[src/rtl/alu_sequencer.sv]
// Issue/complete sequencer in front of a multi-cycle ALU.
// Accepts one op at a time, waits out the ALU, and resolves the writeback or branch outcome.
module alu_sequencer #(
    parameter int TIMEOUT = 40
) (
    input  logic        I_clk,
    input  logic        I_reset,
    input  logic        I_valid,
    output logic        O_ready,
    input  logic [31:0] I_s1,
    input  logic [31:0] I_s2,
    input  logic [3:0]  I_aluop,
    input  logic [2:0]  I_funct3,
    input  logic        I_branch,
    input  logic [4:0]  I_rd,
    output logic        O_alu_en,
    output logic [31:0] O_alu_s1,
    output logic [31:0] O_alu_s2,
    output logic [3:0]  O_alu_op,
    input  logic        I_alu_busy,
    input  logic [31:0] I_alu_data,
    input  logic        I_alu_lt,
    input  logic        I_alu_ltu,
    input  logic        I_alu_eq,
    output logic        O_valid,
    input  logic        I_ready,
    output logic [31:0] O_wb_data,
    output logic [4:0]  O_rd,
    output logic        O_wb_en,
    output logic        O_taken,
    output logic        O_err
);

    // state | meaning
    // IDLE  | ready for a new op
    // ISSUE | operands presented to the ALU for one cycle
    // WAIT  | ALU busy; counting toward the timeout
    // DONE  | result held until the consumer takes it
    localparam logic [1:0] ST_IDLE  = 2'd0;
    localparam logic [1:0] ST_ISSUE = 2'd1;
    localparam logic [1:0] ST_WAIT  = 2'd2;
    localparam logic [1:0] ST_DONE  = 2'd3;

    localparam logic [5:0] TIMEOUT_LAST = 6'(TIMEOUT - 1);

    logic [1:0]  state_q, state_d;
    logic [5:0]  wait_cnt_q, wait_cnt_d;
    logic [31:0] s1_q, s1_d;
    logic [31:0] s2_q, s2_d;
    logic [3:0]  op_q, op_d;
    logic [4:0]  rd_q, rd_d;
    logic [2:0]  funct3_q, funct3_d;
    logic        branch_q, branch_d;
    logic [31:0] wb_data_q, wb_data_d;
    logic        lt_q, lt_d;
    logic        ltu_q, ltu_d;
    logic        eq_q, eq_d;
    logic        err_q, err_d;
    logic        timeout_hit;
    logic        taken_cond;

    // The timeout cycle is the last WAIT cycle; busy is still high but the ALU is released.
    assign timeout_hit = (state_q == ST_WAIT) && I_alu_busy && (wait_cnt_q == TIMEOUT_LAST);

    always_comb begin
        state_d    = state_q;
        wait_cnt_d = wait_cnt_q;
        s1_d       = s1_q;
        s2_d       = s2_q;
        op_d       = op_q;
        rd_d       = rd_q;
        funct3_d   = funct3_q;
        branch_d   = branch_q;
        wb_data_d  = wb_data_q;
        lt_d       = lt_q;
        ltu_d      = ltu_q;
        eq_d       = eq_q;
        err_d      = err_q;
        case (state_q)
            ST_IDLE: begin
                if (I_valid) begin
                    s1_d     = I_s1;
                    s2_d     = I_s2;
                    op_d     = I_aluop;
                    rd_d     = I_rd;
                    funct3_d = I_funct3;
                    branch_d = I_branch;
                    state_d  = ST_ISSUE;
                end
            end
            ST_ISSUE: state_d = ST_WAIT;
            ST_WAIT: begin
                if (!I_alu_busy) begin
                    wb_data_d = I_alu_data;
                    lt_d      = I_alu_lt;
                    ltu_d     = I_alu_ltu;
                    eq_d      = I_alu_eq;
                    state_d   = ST_DONE;
                end else if (timeout_hit) begin
                    wb_data_d = 32'd0;
                    lt_d      = 1'b0;
                    ltu_d     = 1'b0;
                    eq_d      = 1'b0;
                    err_d     = 1'b1;
                    state_d   = ST_DONE;
                end else begin
                    wait_cnt_d = wait_cnt_q + 6'd1;
                end
            end
            ST_DONE: begin
                if (I_ready) begin
                    err_d      = 1'b0;
                    wait_cnt_d = 6'd0;
                    state_d    = ST_IDLE;
                end
            end
            default: state_d = ST_IDLE;
        endcase
    end

    always_comb begin
        taken_cond = 1'b0;
        case (funct3_q)
            3'b000:  taken_cond = eq_q;
            3'b001:  taken_cond = !eq_q;
            3'b100:  taken_cond = lt_q;
            3'b101:  taken_cond = !lt_q;
            3'b110:  taken_cond = ltu_q;
            3'b111:  taken_cond = !ltu_q;
            default: taken_cond = 1'b0;
        endcase
    end

    always_ff @(posedge I_clk) begin
        if (I_reset) begin
            state_q    <= ST_IDLE;
            wait_cnt_q <= 6'd0;
            s1_q       <= 32'd0;
            s2_q       <= 32'd0;
            op_q       <= 4'd0;
            rd_q       <= 5'd0;
            funct3_q   <= 3'd0;
            branch_q   <= 1'b0;
            wb_data_q  <= 32'd0;
            lt_q       <= 1'b0;
            ltu_q      <= 1'b0;
            eq_q       <= 1'b0;
            err_q      <= 1'b0;
        end else begin
            state_q    <= state_d;
            wait_cnt_q <= wait_cnt_d;
            s1_q       <= s1_d;
            s2_q       <= s2_d;
            op_q       <= op_d;
            rd_q       <= rd_d;
            funct3_q   <= funct3_d;
            branch_q   <= branch_d;
            wb_data_q  <= wb_data_d;
            lt_q       <= lt_d;
            ltu_q      <= ltu_d;
            eq_q       <= eq_d;
            err_q      <= err_d;
        end
    end

    assign O_ready   = (state_q == ST_IDLE);
    assign O_valid   = (state_q == ST_DONE);
    assign O_alu_en  = (state_q == ST_ISSUE) || ((state_q == ST_WAIT) && I_alu_busy && !timeout_hit);
    assign O_alu_s1  = s1_q;
    assign O_alu_s2  = s2_q;
    assign O_alu_op  = op_q;
    assign O_wb_data = wb_data_q;
    assign O_rd      = rd_q;
    assign O_err     = err_q;
    // A timed-out branch carries no valid compare flags, so it never reports taken.
    assign O_taken   = (state_q == ST_DONE) && branch_q && !err_q && taken_cond;
    assign O_wb_en   = (state_q == ST_DONE) && !branch_q && (rd_q != 5'd0) && !err_q;

endmodule

[config.mk]
export PLATFORM = sky130hd
export DESIGN_NAME = alu_sequencer
export DESIGN_NICKNAME = d
export VERILOG_FILES = /design/src/rtl/alu_sequencer.sv
export SDC_FILE = /design/constraint.sdc
export NUM_CORES = 1
export LEC_CHECK = 0
export CAP_MARGIN = 40
export CORE_AREA = 2 2 104 106
export CTS_BUF_LIST = sky130_fd_sc_hd__clkbuf_4 sky130_fd_sc_hd__clkbuf_8
export DETAILED_ROUTE_END_ITERATION = 6
export DIE_AREA = 0 0 106 108
export GPL_TIMING_DRIVEN = 1
export PLACE_DENSITY = 0.95
export RECOVER_POWER = 50
export SYNTH_ARGS = -nofsm -noshare
export SYNTH_HDL_FRONTEND = slang
export SYNTH_SLANG_ARGS = --single-unit
export TNS_END_PERCENT = 1
[constraint.sdc]
create_clock -name I_clk -period 5.6 [get_ports I_clk]
set_input_delay 0.56 -clock I_clk [delete_from_list [all_inputs] [get_ports I_clk]]
set_output_delay 0.56 -clock I_clk [all_outputs]
set_load 0.05 [all_outputs]
==> run metrics <==
hold_buf cts 0; first-pass GRT wire length about 22 mm; vias in the first global route 4,672; GP Congestion approximately 0.90; Top-Level Pins 228; Remaining Overflow, GRT 0; Clock transition at path regs 70 ps; CTS tree built; gr busiest metal met2; WP buf/inv 1; TNS Setup 0 ps; routed length per instance between 15 and 20 µm; failing checks capacitance limit, slew limit; share of synthesized registers carrying an async set or reset 0; Fmax 327.9 MHz; RSZ-0062 raised after global routing no; IO Port Bufs 227; hold crit path type register to register; Post-Route WL 13.92 mm; Worst-Margin Slew 2465 ps; vias per cell 5.086; max-cap violations 1; hold wc startpoint O_alu_s2[20]; RR Endpoint wait_cnt_q[5]; reg2reg path depth 7; final hold violation count 0; most frequent cells in the layout nand2_1 (160), clkdlybuf4s50_1 (150), dfxtp_1 (121); Slew Limit Fails between 50 and 60; Arr. time, crit path ~2500 ps; Detailed Routing Iterations Pass 1 5; CTS root buffer clkbuf_8; Rel. slew slack -0.6430; sequential-to-total area share from yosys stat 0.5447; R2R setup slack 3340 ps; Synth Area per Inst 8.327 µm²; PostCTS Resize Cnt 0; worst hold stages 2; Clock Sinks roughly 120; # setup viols final 0; run status complete, but fails checks; Starting Density 0.4346; required time of the critical path 5040 ps; reg2reg start state_q[0]; final core utilization 0.7050; Critical-path top delay cell clkdlybuf4s50_1; cell row count 37; slowest cell delay on critical path 890 ps; cell family with most CP delay buffers and inverters; Residual DRC 0; top_reg_cell synth dfxtp_1; CP endpoint kind output port; initial antenna violation count 1; number of nets in the layout 869; pwr dens 445.5 nW/µm²; met3 Track Usage GR 0.09222; synth top area cells dfxtp_1 (54%), nand2_1 (14%), a21oi_1 (9.3%); Synth Net Count 657; critical path class register to output port; Tmin final approximately 3000 ps; Synth Instances ~530; Synth-to-Final Area Change 62.21%; die area 11,450 µm²; met2 Track Usage GR 0.4429; Max rail drop VDD 0.2320 mV; met1 Usage GRT 0.2454; CP cell instances ha_1 -> nor4b_1 -> clkdlybuf4s50_1; Core ar. 10,230 µm²; Final ANT Viol Nets 0; Max FO, Critical Path 11; CTS Buf Count 17; dpl hpwl 10.01 mm; Netlist cell types between 40 and 50; hold endpoint O_alu_s2[20]; postcts setup bufs 0; Leakage 0.002895 µW; die height approximately 110 µm; htree depth 4; via count around 4,600; GRT Util Overall 0.2437; mapped cell area 4447 µm²; # fillers 768; die width between 100 and 150 µm; most common cell after layout, fill and taps aside nand2_1; Yosys top cell by area dfxtp_1; CTS Buffer Depth 2; Post-synth EDFFs 0; post-route clock period utilization 0.5445; DR iter-0 viols 229; later-pin clock latency in the skew report 420 ps; CP startpoint kind register; Final Skew 8.147 ps; largest net degree at the start of global routing 78; Seq cells post-synth 121; share of layout cells above drive strength 1 0.05665; synth warn 0; post-synth top area share 0.5447
==> synth_stat cells (2+ instances only) <==
cell and number:
nand4_1 3, a22oi_1 35, dfxtp_1 121, a21o_1 3, o21ai_0 3, nor2_1 39
or4_1 2, ha_1 6, nand2_1 161, buf_1 8, buf_2 5, a21boi_1 2
nor2b_1 3, and2_1 3, inv_1 5, nand3_1 3, clkbuf_1 24, o31ai_1 2
xor2_1 2, a21oi_1 83
==> per-stage QoR <==
step	worst slack [ps]	instance area, µm²	cells	power, µW	hold WS (ps)
floorplan	2342	4447	534	1989	445.1
global placement	2748	6759	862	2404	440.4
detailed placement	2742	6787	863	2452	447.9
CTS	2546	7214	895	3277	456.7
global route	2437	7213	896	3370	474.0
finish	2551	7213	896	3214	453.4
==> logic make-up (layout without fill, tap and decap cells) <==
group / after synthesis / in the layout / synth area share
compound gates: 135 / 135 / 0.1815
xor+xnor: 3 / 3 / 0.005910
buf+inv: 44 / 269 / 0.04108
mux: 2 / 2 / 0.004783
fa+ha+maj: 6 / 6 / 0.01688
simple gates: 223 / 223 / 0.2051
flops: 121 / 121 / 0.5447
other cells: 0 / 1 / 0
==> sequential cells by signal, summed over array words and instances, names as in the netlist <==
name	count
O_rd	5
funct3_q	3
ltu_q	1
state_q	2
O_alu_s2	32
O_err	1
wait_cnt_q	6
O_alu_op	4
O_alu_s1	32
O_wb_data	32
lt_q	1
eq_q	1
branch_q	1
==> metal layers <==
layer / wire (µm) / vias to the layer above / part of all wire
met5: 0 / - / 0
met4: 552 / 0 / 0.040
met3: 891 / 41 / 0.064
met2: 7372 / 172 / 0.53
met1: 5102 / 2127 / 0.37
li1: - / 2217 / -
==> layout make-up <==
cell class / count / area, µm² / area share
Clock inverter: 11 / 145.1 / 0.02012
Antenna cell: 1 / 2.502 / 0.0003469
Sequential cell: 121 / 2422 / 0.3358
Tap cell: 136 / 170.2 / 0.02359
Multi-Input combinational cell: 369 / 1848 / 0.2562
Timing Repair Buffer: 232 / 2323 / 0.3221
Inverter: 5 / 18.77 / 0.002602
Clock buffer: 21 / 282.8 / 0.03920
==> report_power, final <==
part	total, µW	switching (µW)	internal, µW
Clock	818	339	480
Combinational	1310	892	419
Sequential	1090	80.1	1010
Total	3210	1310	1900
==> worst max-delay path by stage <==
stage	from	cells after the start	slack [ps]	endpoint
floorplan	state_q[0]	3	2340	O_wb_en
global placement	I_alu_busy	5	2750	O_alu_en
detailed placement	I_alu_busy	5	2740	O_alu_en
CTS	state_q[0]	6	2550	O_alu_en
global route	state_q[0]	6	2440	O_alu_en
finish	state_q[0]	3	2550	O_wb_en
==> worst reg2reg max path, cell delays in order, from the launching register on <==
cell      delay, ps
dfxtp_1         390
inv_1           110
ha_1            320
nor2b_2         200
buf_4           250
a21o_1          250
or4_1           520
a21boi_1        160
(Power assumes the default switching activity.)
